[src/rtl/glitch_sweep_ctrl.sv]
// ---------------------------------------------------------------------------
// glitch_sweep_ctrl
//
// Campaign sequencer for the glitch generator. Walks a (delay, width) grid
// with delay as the outer loop and width as the inner loop. Each grid point
// is attempted REPEATS times. One attempt is:
//   program engine -> arm -> wait for done -> settle -> sample target_fault.
// The campaign stops early when the target reports a fault (hit), or with
// err set if the engine never answers within TIMEOUT cycles.
//
// Ports
//   clk, rst                 clock, asynchronous active-high reset
//   start                    1-cycle pulse, begins a campaign from IDLE/DONE/ERR
//   abort                    level, forces IDLE on the next cycle (beats start)
//   delay_start/step/count   outer sweep: first value, increment, number of points
//   width_start/step/count   inner sweep: first value, increment, number of points
//   eng_delay, eng_width     configuration presented to the glitch engine
//   eng_arm                  1-cycle pulse, engine starts one attempt
//   eng_done                 1-cycle pulse from engine, glitch emitted
//   target_fault             synchronised target status, 1 = fault observed
//   busy                     campaign in progress
//   hit, hit_delay, hit_width campaign stopped on a fault at this point
//   err                      campaign stopped on engine timeout
//   attempts                 attempts completed this campaign (saturating)
//   dbg_state                current FSM state, for checkers and debug
//
// Engine handshake: eng_arm is high for exactly one cycle per attempt, and
// eng_delay/eng_width are stable from that cycle until the attempt has been
// sampled. The engine answers with a single-cycle eng_done at any time after
// the arm cycle; a done coinciding with the arm cycle itself is not seen.
// ---------------------------------------------------------------------------
module glitch_sweep_ctrl #(
    parameter int unsigned DW      = 32,
    parameter int unsigned WW      = 16,
    parameter int unsigned REPEATS = 4,
    parameter int unsigned SETTLE  = 1200,
    parameter int unsigned TIMEOUT = 24000000
) (
    input  logic          clk,
    input  logic          rst,
    input  logic          start,
    input  logic          abort,
    input  logic [DW-1:0] delay_start,
    input  logic [DW-1:0] delay_step,
    input  logic [15:0]   delay_count,
    input  logic [WW-1:0] width_start,
    input  logic [WW-1:0] width_step,
    input  logic [15:0]   width_count,
    output logic [DW-1:0] eng_delay,
    output logic [WW-1:0] eng_width,
    output logic          eng_arm,
    input  logic          eng_done,
    input  logic          target_fault,
    output logic          busy,
    output logic          hit,
    output logic          err,
    output logic [DW-1:0] hit_delay,
    output logic [WW-1:0] hit_width,
    output logic [31:0]   attempts,
    output logic [2:0]    dbg_state
);

    typedef enum logic [2:0] {
        S_IDLE   = 3'd0,
        S_LOAD   = 3'd1,
        S_ARM    = 3'd2,
        S_WAIT   = 3'd3,
        S_SETTLE = 3'd4,
        S_NEXT   = 3'd5,
        S_DONE   = 3'd6,
        S_ERR    = 3'd7
    } state_t;

    state_t        state_q, state_d;

    // Campaign configuration, captured on start so the host may change its
    // registers while a sweep is running.
    logic [DW-1:0] ds_q, ds_d;
    logic [DW-1:0] dstep_q, dstep_d;
    logic [15:0]   dc_q, dc_d;
    logic [WW-1:0] ws_q, ws_d;
    logic [WW-1:0] wstep_q, wstep_d;
    logic [15:0]   wc_q, wc_d;

    logic [DW-1:0] eng_delay_q, eng_delay_d;
    logic [WW-1:0] eng_width_q, eng_width_d;
    logic [15:0]   d_idx_q, d_idx_d;
    logic [15:0]   w_idx_q, w_idx_d;
    logic [31:0]   r_idx_q, r_idx_d;

    // Shared cycle counter: timeout window in ARM/WAIT, settle time in SETTLE.
    logic [31:0]   ctr_q, ctr_d;

    logic          hit_q, hit_d;
    logic          err_q, err_d;
    logic [DW-1:0] hit_delay_q, hit_delay_d;
    logic [WW-1:0] hit_width_q, hit_width_d;
    logic [31:0]   attempts_q, attempts_d;

    always_ff @(posedge clk or posedge rst) begin
        if (rst) begin
            state_q     <= S_IDLE;
            ds_q        <= '0;
            dstep_q     <= '0;
            dc_q        <= '0;
            ws_q        <= '0;
            wstep_q     <= '0;
            wc_q        <= '0;
            eng_delay_q <= '0;
            eng_width_q <= '0;
            d_idx_q     <= '0;
            w_idx_q     <= '0;
            r_idx_q     <= '0;
            ctr_q       <= '0;
            hit_q       <= 1'b0;
            err_q       <= 1'b0;
            hit_delay_q <= '0;
            hit_width_q <= '0;
            attempts_q  <= '0;
        end else begin
            state_q     <= state_d;
            ds_q        <= ds_d;
            dstep_q     <= dstep_d;
            dc_q        <= dc_d;
            ws_q        <= ws_d;
            wstep_q     <= wstep_d;
            wc_q        <= wc_d;
            eng_delay_q <= eng_delay_d;
            eng_width_q <= eng_width_d;
            d_idx_q     <= d_idx_d;
            w_idx_q     <= w_idx_d;
            r_idx_q     <= r_idx_d;
            ctr_q       <= ctr_d;
            hit_q       <= hit_d;
            err_q       <= err_d;
            hit_delay_q <= hit_delay_d;
            hit_width_q <= hit_width_d;
            attempts_q  <= attempts_d;
        end
    end

    always_comb begin
        state_d     = state_q;
        ds_d        = ds_q;
        dstep_d     = dstep_q;
        dc_d        = dc_q;
        ws_d        = ws_q;
        wstep_d     = wstep_q;
        wc_d        = wc_q;
        eng_delay_d = eng_delay_q;
        eng_width_d = eng_width_q;
        d_idx_d     = d_idx_q;
        w_idx_d     = w_idx_q;
        r_idx_d     = r_idx_q;
        ctr_d       = ctr_q;
        hit_d       = hit_q;
        err_d       = err_q;
        hit_delay_d = hit_delay_q;
        hit_width_d = hit_width_q;
        attempts_d  = attempts_q;

        if (abort) begin
            state_d = S_IDLE;
            hit_d   = 1'b0;
            err_d   = 1'b0;
        end else begin
            case (state_q)
                S_IDLE, S_DONE, S_ERR: begin
                    if (start) begin
                        ds_d       = delay_start;
                        dstep_d    = delay_step;
                        dc_d       = delay_count;
                        ws_d       = width_start;
                        wstep_d    = width_step;
                        wc_d       = width_count;
                        hit_d      = 1'b0;
                        err_d      = 1'b0;
                        attempts_d = '0;
                        state_d    = S_LOAD;
                    end
                end

                S_LOAD: begin
                    eng_delay_d = ds_q;
                    eng_width_d = ws_q;
                    d_idx_d     = '0;
                    w_idx_d     = '0;
                    r_idx_d     = '0;
                    if (dc_q == 16'd0 || wc_q == 16'd0) begin
                        state_d = S_DONE;
                    end else begin
                        state_d = S_ARM;
                    end
                end

                S_ARM: begin
                    // The arm cycle is the first cycle of the timeout window,
                    // so err rises exactly TIMEOUT cycles after eng_arm.
                    ctr_d   = 32'd1;
                    state_d = S_WAIT;
                end

                S_WAIT: begin
                    if (eng_done) begin
                        ctr_d   = '0;
                        state_d = S_SETTLE;
                    end else if (ctr_q >= TIMEOUT - 1) begin
                        err_d   = 1'b1;
                        state_d = S_ERR;
                    end else begin
                        ctr_d = ctr_q + 32'd1;
                    end
                end

                S_SETTLE: begin
                    if (ctr_q == SETTLE - 1) begin
                        if (attempts_q != '1) begin
                            attempts_d = attempts_q + 32'd1;
                        end
                        if (target_fault) begin
                            hit_d       = 1'b1;
                            hit_delay_d = eng_delay_q;
                            hit_width_d = eng_width_q;
                            state_d     = S_DONE;
                        end else begin
                            state_d = S_NEXT;
                        end
                    end else begin
                        ctr_d = ctr_q + 32'd1;
                    end
                end

                S_NEXT: begin
                    // Repeat index wraps first, then width, then delay; the
                    // last delay point ends the campaign instead of re-arming.
                    state_d = S_ARM;
                    if (r_idx_q == REPEATS - 1) begin
                        r_idx_d = '0;
                        if (w_idx_q == wc_q - 16'd1) begin
                            w_idx_d     = '0;
                            eng_width_d = ws_q;
                            if (d_idx_q == dc_q - 16'd1) begin
                                state_d = S_DONE;
                            end else begin
                                d_idx_d     = d_idx_q + 16'd1;
                                eng_delay_d = eng_delay_q + dstep_q;
                            end
                        end else begin
                            w_idx_d     = w_idx_q + 16'd1;
                            eng_width_d = eng_width_q + wstep_q;
                        end
                    end else begin
                        r_idx_d = r_idx_q + 32'd1;
                    end
                end

                default: begin
                    state_d = S_IDLE;
                end
            endcase
        end
    end

    assign eng_delay = eng_delay_q;
    assign eng_width = eng_width_q;
    assign eng_arm   = (state_q == S_ARM);
    assign busy      = (state_q == S_LOAD) || (state_q == S_ARM) || (state_q == S_WAIT) ||
                       (state_q == S_SETTLE) || (state_q == S_NEXT);
    assign hit       = hit_q;
    assign err       = err_q;
    assign hit_delay = hit_delay_q;
    assign hit_width = hit_width_q;
    assign attempts  = attempts_q;
    assign dbg_state = state_q;

endmodule

[config.mk]
export PLATFORM = sky130hd
export DESIGN_NAME = glitch_sweep_ctrl
export DESIGN_NICKNAME = d
export VERILOG_FILES = /design/src/rtl/glitch_sweep_ctrl.sv
export SDC_FILE = /design/constraint.sdc
export NUM_CORES = 1
export LEC_CHECK = 0
export CAP_MARGIN = 20
export CORE_ASPECT_RATIO = 1.75
export CORE_MARGIN = 2
export CORE_UTILIZATION = 53
export DETAILED_ROUTE_END_ITERATION = 16
export PLACE_DENSITY = 0.78
export SYNTH_ARGS = -nofsm -noshare
export SYNTH_HDL_FRONTEND = slang
export SYNTH_SLANG_ARGS = --single-unit
[constraint.sdc]
create_clock -name clk -period 13.84 [get_ports clk]
set_input_delay 2.768 -clock clk [delete_from_list [all_inputs] [get_ports clk]]
set_output_delay 2.768 -clock clk [all_outputs]
set_load 0.1 [all_outputs]
* Word-level counts from Yosys, hierarchy flattened
Cells that the tools add are included.
Widths: inputs -> output; s select.
** Word-level totals
- Register bits :: 357
- Bits of input ports :: 134
- Output and inout port bits :: 135
- Word-level logic and storage cells :: 123
** Cells by class
- $add $sub $neg :: 9
- $lt $le $gt $ge :: 1
- Equality and inequality tests :: 26
- Muxes and demuxes :: 44
- Bitwise logic cells :: 1
- Reduce and logical (&&, ||, !) cells :: 24
** Operators with widths (number)
- $mux 32 :: 10
- $pmux 32 s2 :: 3
- $mux 16 :: 7
- $add 32x1->32 const B :: 3
- $pmux 16 s2 :: 3
- $pmux 32 s3 :: 1
- $add 16x1->16 const B :: 2
- $add 32x32->32 :: 1
- $eq 16x16->1 :: 2
- $eq 32x11->1 const B :: 1
- $eq 32x2->1 const B :: 1
- $ge 32x25->1 const B :: 1
- $logic_not 16->1 :: 2
- $ne 32x32->1 const B :: 1
- $sub 16x1->16 const B :: 2
- $mux 3 :: 9
- $ne 3x3->1 const B :: 6
- $pmux 3 s6 :: 1
- $add 16x16->16 :: 1
- $reduce_and 4->1 :: 4
- $ne 2x2->1 const B :: 7
- $eq 3x3->1 const B :: 4
- $reduce_and 5->1 :: 2
- $reduce_and 3->1 :: 3
- other kinds (13) :: 28

* Depth between registers and ports, before layout
Gate-level depths: netlist (run 1).
- Word-level depth :: 7
- Mapped depth :: 15
- Depth with buffers taken out :: 13

* Worst setup path before layout (run 1)
Ideal clock, no wire load.
- Path type :: flip-flop to output port
- Start point :: register state_q[2] (netlist: dbg_state[2])
- End point :: output busy
- Arrival time :: 2900 ps
- Data required time :: 11072 ps
- Path slack :: 8172 ps
- Stages on the path, launching flop included :: 4
- Path buffers :: 1
- Cell sequence :: dfrtp_1 > clkbuf_1 > nor3_1 > a21oi_1
** On the way
- Longest elaborated chain between the ends :: 5
- Elaborated cells between the ends (all ways) :: 9
- Those cells by class :: eq/ne (5); reduce/logical (4)
** RTL lines
- from (decl) :: RTL line 74 : state_t state_q, state_d;
- from (signal assigned) :: RTL line 121 : state_q <= state_d;
- $eq 3x1->1 or $eq 3x2->1 (tied branches) :: RTL line 267 : assign busy = (state_q == S_LOAD) || (state_q == S_ARM) || (state_q == S_WAIT) ||
- $logic_or 1x1->1 (3 in series) :: RTL line 267
- $logic_or 1x1->1 * :: RTL line 268 : (state_q == S_SETTLE) || (state_q == S_NEXT);
- to (decl) :: RTL line 54 : output logic busy,
Mark *: on every way between the ends. The rest lies on a longest branch, timed or not.

* Worst setup path after layout (run 1)
- Start point :: register state_q[0] (netlist: dbg_state[0])
- End point :: output busy
The elaborated chain is that of the path after synthesis.

==> results of run 1 <==
-- cell families (layout without fill, tap and decap cells) --
logic type | Yosys count | after routing
buffers and inverters | 123 | 387
xor gates and xnor gates | 148 | 148
muxes | 193 | 193
AOI/OAI and AO/OA | 347 | 347
and+or+nand+nor | 619 | 619
DFF | 357 | 357
adders and majority gates | 55 | 55
other | 0 | 6
-- flip-flops by register name, indices dropped and copies added, names as in the netlist, 16 cells and up --
register and cells:
dc_q 16, wstep_q 16, d_idx_q 16, eng_width 16
eng_delay 32, hit_delay 32, ws_q 16, r_idx_q 32
attempts 32, w_idx_q 16, dstep_q 32, hit_width 16
wc_q 16, ctr_q 32, ds_q 32
-- power by group through the flow --
stage / Clock (mW) / Sequential, mW / Combinational (mW)
after floorplan: 0 / 1.93 / 1.14
after global placement: 0 / 1.52 / 1.99
after detailed placement: 0 / 1.54 / 2.05
after CTS: 0.961 / 1.52 / 2.06
after global routing: 1.00 / 1.55 / 2.23
final: 0.944 / 1.52 / 2.07
-- metrics by stage --
stage / hold WS, ns / utilization / total power [mW]
after floorplan: 0.465 / - / 3.07
after global placement: 0.472 / 0.629 / 3.51
after detailed placement: 0.479 / 0.629 / 3.58
after CTS: 0.493 / 0.661 / 4.54
after global routing: 0.513 / 0.662 / 4.78
final: 0.485 / 0.662 / 4.53
-- synth_stat cells (all sizes together), types with 3 or more instances --
| cell type | number | area share |
|---|---|---|
| o211ai | 13 | 0.0052 |
| o221ai | 3 | 0.0017 |
| clkbuf | 63 | 0.013 |
| and4 | 8 | 0.0038 |
| and3 | 33 | 0.011 |
| buf | 13 | 0.0036 |
| o21a | 8 | 0.0032 |
| o21bai | 8 | 0.0032 |
| o21ai | 133 | 0.036 |
| nor3b | 3 | 0.0012 |
| o31ai | 16 | 0.0064 |
| and2 | 8 | 0.0027 |
| a2bb2oi | 5 | 0.0023 |
| nand4b | 3 | 0.0014 |
| nor2b | 12 | 0.0040 |
| nor4b | 6 | 0.0028 |
| nor4 | 20 | 0.0075 |
| inv | 47 | 0.0095 |
| nand3 | 66 | 0.018 |
| xnor2 | 51 | 0.024 |
| nand2b | 13 | 0.0044 |
| nor3 | 44 | 0.012 |
| a211oi | 12 | 0.0048 |
| a21o | 15 | 0.0060 |
| o41ai | 6 | 0.0028 |
| ha | 53 | 0.036 |
| nor2 | 170 | 0.034 |
| o22ai | 3 | 0.0010 |
| nand2 | 162 | 0.033 |
| or3 | 22 | 0.0074 |
| or4 | 3 | 0.0014 |
| dfrtp | 357 | 0.48 |
| mux2i | 27 | 0.014 |
| mux2 | 166 | 0.10 |
| a21oi | 89 | 0.024 |
| a31oi | 12 | 0.0040 |
| xor2 | 97 | 0.046 |
| nand4 | 40 | 0.013 |
-- area by class of cell --
| cell class | count | area [sq um] |
|---|---|---|
| Tap cell | 460 | 576 |
| Multi-Input combinational cell | 1362 | 9270 |
| Timing Repair Buffer | 282 | 2810 |
| Clock inverter | 7 | 63.8 |
| Sequential cell | 357 | 8930 |
| Fill cell | 2774 | 11700 |
| Antenna cell | 6 | 15.0 |
| Inverter | 47 | 184 |
| Clock buffer | 51 | 1050 |
-- worst max-delay path, stage by stage, from the launching register on --
cell	delay, ns
dfrtp_1	0.75
nor3_1	0.13
a21oi_1	0.27
clkdlybuf4s50_1	1.20
-- routing by layer --
layer  vias to the layer above  track usage  part of all wire
li1                       7037            -                 -
met1                      7481        0.280              0.37
met2                       435        0.481              0.54
met3                       128       0.0366             0.046
met4                         6        0.123             0.042
met5                         -            0           0.00091
-- worst max-delay path by stage --
stage                          endpoint          from  slack (ns)
after floorplan             attempts[0]           rst        1.17
after global placement    eng_delay[30]         abort        7.83
after detailed placement  eng_delay[30]         abort        7.78
after CTS                          busy  dbg_state[0]        8.20
after global routing      eng_delay[30]         abort        8.05
final                              busy  dbg_state[0]        8.19
==> results.json, run 1 <==
{
  "reg2reg_setup_slack_ns": 9.47,
  "detail_route.wl_per_cell_um": 18.5,
  "syn_nets": 2031,
  "globalRouteOverflowTotal": 0,
  "grt_pass1_wl_um": 77000,
  "post_layout_nonfiller_instances": 2572,
  "start_util": 0.539,
  "ys_ff_latch": 357,
  "mappedNetlistArea_sq_um": 18700,
  "vias_per_cell": 5.87,
  "cellPowerDensity_nw_per_um2": 198,
  "outcome": "complete, no violations",
  "dp.final_hpwl_um": 33900,
  "finalWirelength_um": 47500,
  "worstSetupStartpointType": "register",
  "netlist_instances": 1842,
  "numClockSinks": 357,
  "placed_cells": 2507,
  "drtAntennaViolNets": 0,
  "cts-buffers-inserted": 36,
  "ctsLongestPathBuffers": 3,
  "ys_flop_type": "dfrtp_1",
  "hp-class": "reg -> reg",
  "final_period_minus_worst_setup_slack_ns": 5.65,
  "antenna_found_initial": 9,
  "pin_count_of_the_biggest_net_entering_global_routing": 88,
  "post_dp_cell_area_sq_um": 21700,
  "flow.area_growth_from_synthesis_pct": 22.7,
  "rows": 90,
  "synth-compound-area-share": 0.112,
  "finalWorstSetupSlack_ns": 8.19,
  "first_iter_violations": 826,
  "critPathCaptureType": "primary output",
  "endpoints_failing_hold": 0,
  "timing.final.max_slew_violations": 0,
  "worst_skew_pair.late_latency_ns": 0.53,
  "clk_root_buffer_cell": "clkbuf_16",
  "tritoncts": "done",
  "cell_internal_pwr_mw": 2.58,
  "chipHeight_um": 252,
  "min-delay-start": "hit_delay[1]",
  "drt-pass1-iter-count": 6,
  "rr_startpoint": "dc_q[0]",
  "timing.max_cap.violations": 0,
  "min_delay_path_depth": 2,
  "dieWidth_um": 146,
  "p_leak_nw": 9.86,
  "clkPwrFrac": 0.208,
  "worstReg2RegEnd": "eng_delay[31]",
  "grt_setup_unrepaired": "false",
  "synth_enable_flop_cells": 0,
  "comb_power_share": 0.456,
  "sequential_area_share_after_synthesis": 0.479,
  "num_vias": 15100,
  "critical_path_class": "reg -> out",
  "post_synth_fa_ha_maj_area_fraction": 0.0377,
  "worst-endpoint-arrival_ns": 2.88,
  "required_time_of_the_critical_path_ns": 11.07,
  "cts-resized-gates": 0,
  "finalSetupTns_ns": 0,
  "worst-slew-pin-transition_ns": 1.09,
  "combinational_family_with_the_most_area_after_synthesis": "simple AND/OR/NAND/NOR gates",
  "fin_crit_sh": 0.408,
  "hold_end": "hit_delay[1]",
  "timing.clock.skew_ns": 0.0152,
  "share_seq_of_total_power": 0.335,
  "post_cts_hold_buffer_count": 0,
  "fmax_mhz": 177,
  "total_switching_power_mw": 1.94,
  "max_slew_margin": 0.270,
  "io-pin-count": 269,
  "gp_congestion": 0.886,
  "cts.clk_slew.worst_paths_ns": 0.06,
  "synth.avg_cell_area_sq_um": 10.1,
  "nNetsFinal": 2275,
  "design.die.area_sq_um": 36800,
  "grt_pass1_vias": 15400,
  "setup_viol": 0,
  "vdd_ir_drop_max_v": 0.000137,
  "remaining_drc_errors": 0,
  "layout_commonest_cell": "dfrtp_1",
  "postCtsSetupRepairBufs": 0,
  "design.core.area_sq_um": 34600,
  "post_synthesis_cell_type_count": 70,
  "place_ws_ns": 7.78,
  "most-common-layout-cells": "dfrtp_1 (357), clkdlybuf4s50_1 (268), nor2_1 (168)",
  "switching_share": 0.430,
  "synth-simple-area-share": 0.161,
  "cts.htree.levels": 2,
  "final_area_sq_um": 22900,
  "ys_async_sr_fraction": 1.00,
  "critPathMaxFanout": 19,
  "worst_r2r_path_depth": 12,
  "synth_mux_area_frac": 0.115,
  "synthesis.yosys.warnings": 0,
  "post_synthesis_share_of_cell_area_spent_on_xor_and_xnor_gates": 0.0695,
  "layout_cell_share_with_drive_strength_beyond_1": 0.117,
  "grtUsageTotal": 0.255,
  "io_buffer_count": 268
}
Note: power is estimated with default switching activity, not from simulation.
==> run 2: changes to the inputs <==
==> constraint.sdc (replaced) <==
create_clock -name clk -period 5.84 [get_ports clk]
set_input_delay 1.168 -clock clk [delete_from_list [all_inputs] [get_ports clk]]
set_output_delay 1.168 -clock clk [all_outputs]
set_load 0.1 [all_outputs]
==> run 2 against run 1 <==
  * Sequential power up 140%
  * Via count down 0.21%
  * Non-clock buffer count down 1
==> results.json, run 2 (synthesized netlist as in run 1, its figures left out) <==
{
  "grt_pass1_vias": 15500,
  "setup_viol": 0,
  "grt_pass1_wl_um": 78700,
  "drt-met1-wl_um": 17500,
  "post_layout_nonfiller_instances": 2576,
  "first_iter_violations": 757,
  "finalWirelength_um": 48200,
  "numClockSinks": 357,
  "globalRouteOverflowTotal": 0,
  "timing.final.max_slew_violations": 0,
  "layout_cell_share_with_drive_strength_beyond_1": 0.119,
  "post_cts_hold_buffer_count": 0,
  "timing.max_cap.violations": 0,
  "remaining_drc_errors": 0,
  "critPathMaxFanout": 77,
  "timing.clock.skew_ns": 0.0258,
  "cts.clk_slew.worst_paths_ns": 0.06,
  "cellPowerDensity_nw_per_um2": 478,
  "design.die.area_sq_um": 36800,
  "cts-resized-gates": 0,
  "rows": 90,
  "fin_crit_sh": 0.719,
  "final_layout_fill_cell_count": 2710,
  "dp.final_hpwl_um": 34200,
  "vias_per_cell": 5.84,
  "final_period_minus_worst_setup_slack_ns": 4.20,
  "pin_count_of_the_biggest_net_entering_global_routing": 137,
  "critPathCaptureType": "register",
  "chipHeight_um": 252,
  "grt_setup_unrepaired": "false",
  "gp_congestion": 0.907,
  "max_slew_margin": 0.257,
  "finalSetupTns_ns": 0,
  "dieWidth_um": 146,
  "worst_skew_pair.late_latency_ns": 0.54,
  "detail_route.wl_per_cell_um": 18.7,
  "worst-endpoint-arrival_ns": 4.57,
  "start_util": 0.539,
  "most-common-layout-cells": "dfrtp_1 (357), clkdlybuf4s50_1 (268), nor2_1 (168)",
  "met3_wirelength_um": 2370,
  "clk_root_buffer_cell": "clkbuf_16",
  "hp-class": "reg -> reg",
  "tritoncts": "done",
  "topRoutingLayerUsed": "met5",
  "io-pin-count": 269,
  "ctsLongestPathBuffers": 3,
  "grtUsageTotal": 0.264,
  "vdd_ir_drop_max_v": 0.000458,
  "postCtsSetupRepairBufs": 0,
  "cts-buffers-inserted": 36,
  "worst-slew-pin-transition_ns": 1.11,
  "endpoints_failing_hold": 0,
  "drt-pass1-iter-count": 5,
  "num_vias": 15100,
  "antenna_found_initial": 6,
  "required_time_of_the_critical_path_ns": 6.21,
  "layout_commonest_cell": "dfrtp_1",
  "design.core.area_sq_um": 34600,
  "nNetsFinal": 2274,
  "p_leak_nw": 9.92,
  "io_buffer_count": 268,
  "critical_path_class": "reg -> reg",
  "cts.htree.levels": 2,
  "outcome": "complete, no violations",
  "flow.area_growth_from_synthesis_pct": 23.7,
  "drtAntennaViolNets": 0,
  "placed_cells": 2507,
  "met2RoutedLength_um": 26200,
  "worstSetupStartpointType": "register",
  "fmax_mhz": 238
}
-- run 2: cell count changes in the layout (fill, tap and decap cells not counted), sizes merged --
| cell | delta |
|---|---|
| clkinvlp | +3 |
| clkbuf | -2 |
| clkinv | -1 |
| buf | -1 |
| bufinv | +5 |
-- run 2: per-stage QoR --
step / util / power (mW) / instance area [sq um] / worst slack (ns) / hold slack (ns)
finish: 0.667 / 11.0 / 23100 / 1.64 / 0.485
global route: 0.667 / 11.6 / 23100 / 1.31 / 0.514
CTS: 0.667 / 11.1 / 23100 / 1.61 / 0.490
detailed placement: 0.630 / 8.51 / 21800 / 1.60 / 0.475
global placement: 0.630 / 8.35 / 21800 / 1.69 / 0.470
floorplan: - / 7.26 / 18700 / -0.112 / 0.465
-- run 2: final cells by class --
class,instances,area [sq um],share of cell area
diodes,6,15.0,0.000651
clock buffers,49,1030,0.0447
clock inverters,14,240,0.0104
inverters,47,180,0.00781
multi-input cells,1362,9270,0.402
flip-flops and latches,357,8930,0.387
well taps,460,576,0.0249
repair buffers,281,2830,0.123
-- run 2: where the power goes --
group          switching [mW]  internal, mW  total (mW)
Sequential              0.576          3.03        3.60
Combinational            3.09          1.81        4.90
Clock                    1.01          1.51        2.52
-- run 2: final timing paths --
kind	depth (start not counted)	end	slack, ns	startpoint
worst min register to register	2	hit_delay[26]	0.49	hit_delay[26]
max in group asynchronous	3	hit_width[10]	3.45	rst
worst min-delay path	2	hit_delay[26]	0.49	hit_delay[26]
min in group asynchronous	2	r_idx_q[8]	1.13	rst
worst max register to register	9	eng_delay[30]	1.64	wc_q[0]
worst max-delay path	9	eng_delay[30]	1.64	wc_q[0]
-- run 2: critical path: stages (launching register included) --
cell	delay, ns
dfrtp_1	0.43
or4_4	0.56
or4b_1	0.53
a311oi_2	0.28
o221ai_2	0.16
nor4_4	0.54
o21a_1	0.44
nand2_4	0.52
a311o_1	0.45
a2bb2oi_1	0.13
-- run 2: layer usage --
layer	vias up	GRT usage
met5	-	0
met4	2	0.125
met3	138	0.0392
met2	432	0.491
met1	7427	0.293
li1	7057	-
